`src/rtl/bypass_scoreboard.sv`:
```
`default_nettype none
// ============================================================================
// Module   : bypass_scoreboard
// Purpose  : Tracks in-flight register writes across STAGES post-decode slots.
//            Forwards operand data from the youngest producing slot to NUM_RD
//            read ports. Raises stall when a producer's result is not yet
//            available (load-use or long latency).
// Options  : BYPASS_SCOREBOARD_STATS_EN adds saturating stall and forward
//            event counters, together with a synchronous clear input.
// Revision : 1.0 - initial release
// ============================================================================
module bypass_scoreboard #(
    parameter int  XLEN   = 32,
    parameter int  NREGS  = 32,
    parameter int  STAGES = 3,
    parameter int  NUM_RD = 2,
    parameter int  LW     = $clog2(STAGES + 1),
    localparam int AW     = $clog2(NREGS)
) (
    input  logic                     clk,
    input  logic                     rst_n,
    input  logic                     iss_valid,
    input  logic                     iss_wen,
    input  logic [AW-1:0]            iss_rd,
    input  logic [LW-1:0]            iss_lat,
    input  logic [NUM_RD*AW-1:0]     iss_rs,
    input  logic [NUM_RD*XLEN-1:0]   rf_rdata,
    input  logic [STAGES*XLEN-1:0]   stage_data,
    input  logic                     hold,
    input  logic [STAGES-1:0]        kill_mask,
`ifdef BYPASS_SCOREBOARD_STATS_EN
    input  logic                     stat_clr,
    output logic [31:0]              stat_stall_cycles,
    output logic [31:0]              stat_fwd_events,
`endif
    output logic                     stall,
    output logic [NUM_RD*XLEN-1:0]   fwd_data,
    output logic [NUM_RD-1:0]        fwd_hit
);

    // Slot state: slot 0 is EX, slot STAGES-1 is WB
    logic [STAGES-1:0] r_valid;
    logic [STAGES-1:0] r_wen;
    logic [AW-1:0]     r_rd  [STAGES];
    logic [LW-1:0]     r_lat [STAGES];

    logic [STAGES-1:0] w_nxt_valid;
    logic [STAGES-1:0] w_nxt_wen;
    logic [AW-1:0]     w_nxt_rd  [STAGES];
    logic [LW-1:0]     w_nxt_lat [STAGES];

    logic [NUM_RD-1:0] w_hazard;
    logic              w_issue;

    // Per-port match: scan oldest to youngest so the lowest-index slot wins
    always_comb begin
        fwd_data = rf_rdata;
        fwd_hit  = '0;
        w_hazard = '0;
        for (int p = 0; p < NUM_RD; p++) begin
            for (int s = STAGES - 1; s >= 0; s--) begin
                if (r_valid[s] && r_wen[s] &&
                    (r_rd[s] == iss_rs[p*AW +: AW]) &&
                    (iss_rs[p*AW +: AW] != '0)) begin
                    if (s >= int'(r_lat[s])) begin
                        fwd_hit[p]                = 1'b1;
                        w_hazard[p]               = 1'b0;
                        fwd_data[p*XLEN +: XLEN]  = stage_data[s*XLEN +: XLEN];
                    end else begin
                        fwd_hit[p]                = 1'b0;
                        w_hazard[p]               = 1'b1;
                        fwd_data[p*XLEN +: XLEN]  = rf_rdata[p*XLEN +: XLEN];
                    end
                end
            end
        end
    end

    assign stall   = iss_valid & (|w_hazard);
    assign w_issue = iss_valid & ~stall & ~hold;

    // Next slot state: shift (or freeze on hold), then apply kill on top
    always_comb begin
        w_nxt_valid = r_valid;
        w_nxt_wen   = r_wen;
        for (int s = 0; s < STAGES; s++) begin
            w_nxt_rd[s]  = r_rd[s];
            w_nxt_lat[s] = r_lat[s];
        end
        if (!hold) begin
            w_nxt_valid[0] = w_issue;
            w_nxt_wen[0]   = iss_wen;
            w_nxt_rd[0]    = iss_rd;
            w_nxt_lat[0]   = iss_lat;
            for (int s = 1; s < STAGES; s++) begin
                w_nxt_valid[s] = r_valid[s-1];
                w_nxt_wen[s]   = r_wen[s-1];
                w_nxt_rd[s]    = r_rd[s-1];
                w_nxt_lat[s]   = r_lat[s-1];
            end
        end
        w_nxt_valid = w_nxt_valid & ~kill_mask;
    end

    // Slot registers; reset empties the pipeline immediately
    always_ff @(posedge clk or negedge rst_n) begin
        if (!rst_n) begin
            r_valid <= '0;
            r_wen   <= '0;
            for (int s = 0; s < STAGES; s++) begin
                r_rd[s]  <= '0;
                r_lat[s] <= '0;
            end
        end else begin
            r_valid <= w_nxt_valid;
            r_wen   <= w_nxt_wen;
            for (int s = 0; s < STAGES; s++) begin
                r_rd[s]  <= w_nxt_rd[s];
                r_lat[s] <= w_nxt_lat[s];
            end
        end
    end

`ifdef BYPASS_SCOREBOARD_STATS_EN
    logic [31:0] r_stat_stall;
    logic [31:0] r_stat_fwd;
    logic [31:0] w_fwd_cnt;
    logic [32:0] w_fwd_sum;

    // Number of ports served from the pipeline this cycle
    always_comb begin
        w_fwd_cnt = '0;
        for (int p = 0; p < NUM_RD; p++) begin
            w_fwd_cnt = w_fwd_cnt + 32'(fwd_hit[p]);
        end
    end

    assign w_fwd_sum = {1'b0, r_stat_fwd} + {1'b0, w_fwd_cnt};

    // Saturating event counters with synchronous clear
    always_ff @(posedge clk or negedge rst_n) begin
        if (!rst_n) begin
            r_stat_stall <= '0;
            r_stat_fwd   <= '0;
        end else if (stat_clr) begin
            r_stat_stall <= '0;
            r_stat_fwd   <= '0;
        end else begin
            if (stall && !hold && (r_stat_stall != '1)) begin
                r_stat_stall <= r_stat_stall + 32'd1;
            end
            if (w_issue) begin
                r_stat_fwd <= w_fwd_sum[32] ? '1 : w_fwd_sum[31:0];
            end
        end
    end

    assign stat_stall_cycles = r_stat_stall;
    assign stat_fwd_events   = r_stat_fwd;
`endif

`ifndef SYNTHESIS
    // A latency must name an existing slot, otherwise the result never forwards
    a_lat_legal: assert property (@(posedge clk) disable iff (!rst_n)
        iss_valid |-> (int'(iss_lat) < STAGES));
`endif

endmodule
`default_nettype wire

```
`config.mk`:
```
export PLATFORM = sky130hd
export DESIGN_NAME = bypass_scoreboard
export DESIGN_NICKNAME = d
export VERILOG_FILES = /design/src/rtl/bypass_scoreboard.sv
export SDC_FILE = /design/constraint.sdc
export NUM_CORES = 1
export LEC_CHECK = 0
export CORE_ASPECT_RATIO = 0.6
export CORE_MARGIN = 8
export CORE_UTILIZATION = 32
export DETAILED_ROUTE_END_ITERATION = 8
export PLACE_DENSITY_LB_ADDON = 0.2
export RECOVER_POWER = 25
export SKIP_LAST_GASP = 1
export SYNTH_ARGS = -nofsm -noshare
export SYNTH_HDL_FRONTEND = slang
export SYNTH_SLANG_ARGS = --single-unit
export TNS_END_PERCENT = 50
```
`constraint.sdc`:
```
create_clock -name clk -period 2.5 [get_ports clk]
set_input_delay 0.5 -clock clk [delete_from_list [all_inputs] [get_ports clk]]
set_output_delay 0.5 -clock clk [all_outputs]
set_load 0.05 [all_outputs]
```
* Word level (Yosys, flattened, before mapping)
Index checks and enable logic that the tools add are counted.
Storage, ports and cells: logic and storage cells 73, output and inout port bits 67, input bits 185, flip-flop bits (word level) 27
Operators by class: reductions and logical operators 18, multiplexer cells 31, equality and inequality tests 6, bitwise operators 7, order comparisons 3
Operators with widths (number):
- 2-to-1 mux 32 bit | 12
- == test 5 bit | 6
- 2-to-1 mux 1 bit | 18
- logical AND 1 bit | 15
- nonzero test 5 bit | 2
- greater-or-equal comparator 1 x 2 -> 1 bit (first input constant) | 2
- AND 1 bit | 3
- AND 3 bit | 1
- 2-to-1 mux 3 bit | 1
- NOT 3 bit | 1
- greater-or-equal comparator 2 bit (first input constant) | 1
- NOT 1 bit | 2
- OR reduction 2 bit | 1

* Longest topological paths before layout
Gate-level depths: netlist (run 1).
depth after elaboration 13, mapped depth 8, mapped depth without buffers 6

* Worst setup path after synthesis (run 1)
Ideal clock, no wire load.
kind input to output, start point input port iss_rs[5], end point output port fwd_data[34], arrival time 2.421 ns, path slack -0.421 ns, stages 8, path buffers 2, required time 2.000 ns, cell sequence or4_1 -> a21oi_1 -> or3_1 -> buf_4 -> nand2_1 -> a21oi_4 -> buf_6 -> a221o_1
Between the ends: longest elaborated chain between the ends 6, elaborated cells between the ends (all ways) 13, those cells by class 3 x eq/ne; 3 x mux; 7 x reduce/logical
Ends and longest elaborated chain:
- from (decl) | RTL line 26 | input logic [NUM_RD*AW-1:0] iss_rs,
- == test 5 bit | RTL line 63 | (r_rd[s] == iss_rs[p*AW +: AW]) &&
- logical AND 1 bit | RTL line 62 | if (r_valid[s] && r_wen[s] &&
- logical AND 1 bit | RTL line 63
- 2-to-1 mux 32 bit (2 in a row) | RTL line 62
- 2-to-1 mux 32 bit * | RTL line 62
- to (decl) | RTL line 37 | output logic [NUM_RD*XLEN-1:0] fwd_data,
Every way passes the cells marked *; elsewhere a longest branch is shown, timed or not.

* Final worst setup path (run 1)
start point input port iss_rs[6], end point output port fwd_data[42]
The elaborated chain is that of the path after synthesis.

==> results.yml, run 1 <==
floorplan:
  rows: 29
  die_h_um: 97.1
  initial_core_util_pct: 33.0
  ios: 252
  die_w_um: 151
  fp.coreArea_um2: 10600
  die-area_um2: 14700
synthesis:
  synth_commonest_cells: "64 x a221o_1, 38 x a21oi_1, 34 x nand3_1"
  async_flop_share_pct: 100
  avgSynthCellArea_um2: 8.48
  ys_warn_count: 0
  syn_area_um2: 3510
  synthMostInstantiatedCell: "a221o_1"
  yosysSeqAreaShare_pct: 19.3
  synth_edf_count: 0
  synth-seq-cells: 27
  yosys.area.top_type_share_pct: 19.3
  syn_nets: 599
  ys_top_cells_by_area: "dfrtp_1 19%, a221o_1 18%, mux2_2 7.7%, nand3b_1 6.0%, a22o_1 5.5%"
  ys.flop_type: "dfrtp_1"
  synth_largest_area_cell: "dfrtp_1"
  syn-instance-count: 414
  post_synth_num_cell_types: 45
final_layout:
  syn2layout_area_growth_pct: 116
  fillCellCount: 782
  nets: 896
  diodes: 0
  layout-drive-gt1-share_pct: 39.7
  fin_cells: 849
flow_run:
  cap_violations: 1
global_routing:
  antenna_found_initial: 0
  grtUsageTotal_pct: 26.7
  grt_max_degree: 60
  grt_pass1_vias: 5335
  grt_pass1_wl_um: 31300
  grt-ovfl-total: 0
timing:
  tightestPinTransition_ns: 1.52
  finalMaxSlewViolations: 28
  fin_crit_ns: 3.36
  fin_crit_sh_pct: 135
  hold_violations: 0
  fin_skew_ns: 0.00261
  setup_violations: 67
  max_freq_mhz: 297
  max_slew_margin_pct: -1.59
  setup_ws_ns: -0.864
  grt_setup_unrepaired: "yes"
  hold_slack_ns: 0.520
drt:
  drc: 0
  dr.pass1.iters: 7
  wl_per_cell_um: 25.0
  vias_per_cell: 6.02
  ant_nets: 0
  drtIter0Drc: 434
  drt_wl_total_um: 21200
  vias: 5114
power_and_ir_drop:
  vdd.ir_drop.worst_v: 0.000335
  powerDensity_nw_per_um2: 286
  leakagePower_nw: 3.05
  power_switching_mw: 0.766
  p_sw_share_pct: 35.4
  finalPower_mw: 2.16
  power_frac_clock_pct: 17.6
  power.internal_mw: 1.40
  comb_power_share_pct: 56.2
  seq_power_share_pct: 26.2
clocking:
  clkSinkCount: 27
  insertion_delay_ns: 0.26
  clk_pin_slew_worst_paths_ns: 0.07
  cts_made_buffers: 3
  cts.path.max_buffers: 2
  cts_tree: "built"
  cts-root-buf: "clkbuf_16"
  cts_max_level: 1
setup_path:
  crit_type: "in -> out"
  cp_data_arrival_time_ns: 2.86
  required_ns: 2.00
  end_kind: "primary output"
  crit_path_start_kind: "input pin"
  cp_max_fo: 8
placed_design:
  hpwlAfterDp_um: 14900
  preCtsSetupSlack_ns: -1.35
  gp_congestion: 0.939
  port_buffers: 251
  placed_cells: 815
run_status:
  failed_checks: "capacitance limit, slew limit, setup timing"
  status: "finished with violations"
worst_hold_path:
  hold_path.class: "reg -> reg"
==> worst max-delay path, cell delays in order <==
cell	delay (ns)
buf_8	0.10
or4_4	0.57
nor2_4	0.14
or4_4	0.16
buf_12	0.10
nor3_4	0.04
buf_6	0.12
buf_4	0.13
buf_4	0.13
buf_8	0.13
a22o_1	0.24
a221o_2	0.33
buf_12	0.16
==> cell type report <==
class / count / area, µm² / share of cell area, %
well taps: 139 / 174 / 2.30
inverters: 2 / 7.51 / 0.0992
clock buffers: 3 / 75.1 / 0.992
flip-flops and latches: 27 / 679 / 8.98
multi-input cells: 339 / 2840 / 37.5
clock inverters: 1 / 8.76 / 0.116
repair buffers: 338 / 3780 / 50.0
==> cell usage in the layout (no fill, tap or decap), types with 10 or more instances in the layout <==
cell,instances
a21oi_1,33
a221o_2,60
a22o_1,22
buf_12,44
buf_4,84
buf_6,13
clkdlybuf4s50_1,173
dfrtp_1,24
mux2_2,24
nand2_1,16
nand3_1,31
nand3b_1,28
nor3b_1,22
xnor2_1,10
xor2_1,13
==> metal layers <==
metal / wire [µm] / up-vias / global-route usage, %
met3: 2410 / 55 / 6.84
met2: 9750 / 325 / 45.0
met1: 8390 / 2476 / 33.0
met5: 0 / - / 0
met4: 653 / 0 / 6.74
li1: - / 2258 / -
==> sequential cells by signal, summed over array words and instances (netlist names) <==
signal	flops
r_rd	15
r_lat	6
r_wen	3
r_valid	3
==> cells by family after synthesis <==
kind of cell / Yosys count / share of synthesized area (%)
xor+xnor: 29 / 7.24
buf+inv: 48 / 6.63
compound gates: 140 / 33.3
simple gates: 144 / 25.3
flops: 27 / 19.3
mux: 26 / 8.27
==> final timing paths <==
kind | startpoint | to | slack (ns) | depth (start not counted)
hold / removal | r_lat[2] | r_lat[2] | 0.52 | 1
hold reg to reg | r_lat[2] | r_lat[2] | 0.52 | 1
max in group asynchronous | rst_n | r_rd[8] | 0.37 | 2
setup / recovery | iss_rs[6] | fwd_data[42] | -0.86 | 13
setup reg to reg | r_rd[14] | r_valid[0] | 0.01 | 11
min in group asynchronous | rst_n | r_wen[0] | 1.14 | 2
==> per-stage QoR <==
stage,setup TNS (ns),util (%),instance area [µm²]
6_report,-46.27,71.2,7570
5_1_grt,-51.05,71.2,7570
4_1_cts,-44.00,69.8,7420
3_5_place_dp,-71.45,64.6,6860
3_3_place_gp,-69.06,64.6,6860
2_1_floorplan,-16.45,-,3600
==> power by group through the flow <==
stage | Combinational (mW) | Sequential, mW | Clock [mW]
global placement | 1.14 | 0.565 | 0
detailed placement | 1.16 | 0.568 | 0
global route | 1.27 | 0.573 | 0.406
finish | 1.21 | 0.567 | 0.381
CTS | 1.20 | 0.562 | 0.389
floorplan | 0.518 | 0.555 | 0
==> timing repair <==
| item | in CTS | in global routing |
|---|---|---|
| endpoints found under the setup margin | 68 | 68 |
| pin swaps | 28 | 8 |
| hold buffers | 0 | 0 |
| buffers inserted | 19 | 3 |
| cloned | 7 | 3 |
| hold endpoints to repair | 0 | 0 |
| resized for setup | 69 | 21 |
(Power assumes the default switching activity.)
==> run 2, diff against run 1 <==
--- a/config.mk
+++ b/config.mk
@@ -9,6 +9,7 @@
 export CORE_MARGIN = 8
 export CORE_UTILIZATION = 32
 export DETAILED_ROUTE_END_ITERATION = 8
+export GPL_TIMING_DRIVEN = 1
 export PLACE_DENSITY_LB_ADDON = 0.2
 export RECOVER_POWER = 25
 export SKIP_LAST_GASP = 1
==> results of run 2 <==
No change in the layout: final DEF, timing and power equal those of run 1.
==> run 3, diff against run 2 <==
--- a/config.mk
+++ b/config.mk
@@ -5,9 +5,11 @@
 export SDC_FILE = /design/constraint.sdc
 export NUM_CORES = 1
 export LEC_CHECK = 0
+export CELL_PAD_IN_SITES_DETAIL_PLACEMENT = 1
+export CELL_PAD_IN_SITES_GLOBAL_PLACEMENT = 1
 export CORE_ASPECT_RATIO = 0.6
 export CORE_MARGIN = 8
-export CORE_UTILIZATION = 32
+export CORE_UTILIZATION = 22
 export DETAILED_ROUTE_END_ITERATION = 8
 export GPL_TIMING_DRIVEN = 1
 export PLACE_DENSITY_LB_ADDON = 0.2
==> run 3 against run 2 <==
  * The run still ends with capacitance limit, slew limit, setup timing left
  * Largest power group unchanged
  * Maximum frequency up 5.4%
  * Critical path type unchanged
  * Combinational power about the same
  * Highest routed layer unchanged
  * Final cell count up 9.4%
==> results.yml, run 3 (same netlist as run 1, synthesis figures left out) <==
final_layout:
  syn2layout_area_growth_pct: 124
  final_cell_mix: "173 x clkdlybuf4s50_1, 64 x buf_4, 60 x a221o_2, 48 x buf_6"
  fin_cells: 929
  regMostFlops: "r_rd"
  largest_reg_flops: 15
  layout-drive-gt1-share_pct: 43.3
  diodes: 0
  layout_commonest_cell: "clkdlybuf4s50_1"
  fillCellCount: 1707
  nets: 912
  top_regs: "r_rd (15), r_lat (6)"
power_and_ir_drop:
  p_sw_share_pct: 36.9
  seq_power_share_pct: 25.7
  power_switching_mw: 0.814
  leakagePower_nw: 3.14
  vdd.ir_drop.worst_v: 0.000166
  powerDensity_nw_per_um2: 280
  power.internal_mw: 1.39
  comb_power_share_pct: 56.1
  power_frac_clock_pct: 18.2
setup_path:
  crit_path_start_kind: "input pin"
  crit_type: "in -> out"
  cp_max_fo: 8
  required_ns: 2.00
  end_kind: "primary output"
  cp_data_arrival_time_ns: 2.69
flow_run:
  cap_violations: 1
placed_design:
  gp_congestion: 0.870
  port_buffers: 251
  hpwlAfterDp_um: 17200
  preCtsSetupSlack_ns: -1.13
  placed_cells: 893
clocking:
  cts-root-buf: "clkbuf_16"
  insertion_delay_ns: 0.28
  clkSinkCount: 27
  clk_pin_slew_worst_paths_ns: 0.07
  cts_made_buffers: 3
  hold_buffers: 0
  cts_max_level: 1
  cts.path.max_buffers: 2
  cts_tree: "built"
floorplan:
  initial_core_util_pct: 22.7
  rows: 35
  die_w_um: 179
  ios: 252
  die-area_um2: 20400
  die_h_um: 114
  fp.coreArea_um2: 15500
drt:
  wl_per_cell_um: 26.7
  drt_wl_total_um: 24800
  vias: 5109
  drc: 0
  ant_nets: 0
  dr.pass1.iters: 4
  drtIter0Drc: 263
  vias_per_cell: 5.50
timing:
  setup_violations: 67
  max_slew_margin_pct: -7.50
  max_freq_mhz: 313
  setup_ws_ns: -0.691
  fin_skew_ns: 0.00317
  hold_violations: 0
  hold_slack_ns: 0.509
  finalMaxSlewViolations: 28
  fin_crit_sh_pct: 128
  tightestPinTransition_ns: 1.61
  fin_crit_ns: 3.19
  grt_setup_unrepaired: "yes"
run_status:
  failed_checks: "capacitance limit, slew limit, setup timing"
  status: "finished with violations"
global_routing:
  antenna_found_initial: 0
  grt_max_degree: 60
  grt_pass1_vias: 5846
  grt_pass1_wl_um: 35700
  grtUsageTotal_pct: 22.7
  grt-ovfl-total: 0
worst_hold_path:
  hold_path.class: "reg -> reg"
-- run 3: layout make-up --
type                            count  area, µm²  share of cell area, %
Timing Repair Buffer              354       3930                   49.9
Multi-Input combinational cell    339       2920                   37.1
Sequential cell                    27        678                   8.62
Tap cell                          203        254                   3.23
Clock buffer                        3       75.1                  0.954
Clock inverter                      1       8.76                  0.111
Inverter                            2       7.51                 0.0954
-- run 3: path summary, 6_finish.rpt --
kind | start | end | slack, ns | cells past startpoint
max in group asynchronous | rst_n | r_rd[6] | 0.29 | 2
worst max register to register | r_rd[14] | r_valid[0] | 0.19 | 10
worst min register to register | r_lat[2] | r_lat[2] | 0.51 | 1
min in group asynchronous | rst_n | r_valid[0] | 1.15 | 2
worst min-delay path | r_lat[2] | r_lat[2] | 0.51 | 1
worst max-delay path | iss_rs[6] | fwd_data[55] | -0.69 | 11
-- run 3: power groups by stage --
stage               logic, mW  registers [mW]  clock network (mW)
finish                   1.24           0.567               0.401
CTS                      1.19           0.562               0.412
global placement         1.08           0.564                   0
global route             1.30           0.576               0.432
detailed placement       1.10           0.569                   0
floorplan               0.518           0.555                   0
-- run 3: per-stage QoR --
step / utilization, % / power, mW / setup TNS [ns] / cell area [µm²]
6_report: 50.9 / 2.20 / -41.50 / 7870
5_1_grt: 50.9 / 2.30 / -47.35 / 7870
4_1_cts: 49.7 / 2.16 / -45.30 / 7680
3_5_place_dp: 43.1 / 1.67 / -65.30 / 6660
3_3_place_gp: 43.1 / 1.64 / -62.39 / 6660
2_1_floorplan: - / 1.07 / -16.45 / 3600
-- run 3: metal layers --
metal | vias up | wire length [µm] | global-route usage, %
met4 | 0 | 469 | 5.43
met1 | 2548 | 10400 | 28.2
met3 | 32 | 2180 | 6.53
li1 | 2294 | - | -
met2 | 235 | 11700 | 38.1
met5 | - | 0 | 0
-- run 3: timing repair --
action / 4_1_cts / 5_1_grt
gates cloned: 10 / 3
pin swaps: 49 / 31
gates resized for setup: 159 / 39
setup endpoints to repair: 68 / 68
buffers inserted: 20 / 4
-- run 3: worst max-delay path, cell delays in order --
cell	delay [ns]
buf_8	0.10
or4_4	0.56
nor2_4	0.14
or4_4	0.18
nor3_4	0.06
buf_6	0.13
buf_8	0.14
buf_12	0.14
a22o_1	0.25
a221o_2	0.33
buf_8	0.16
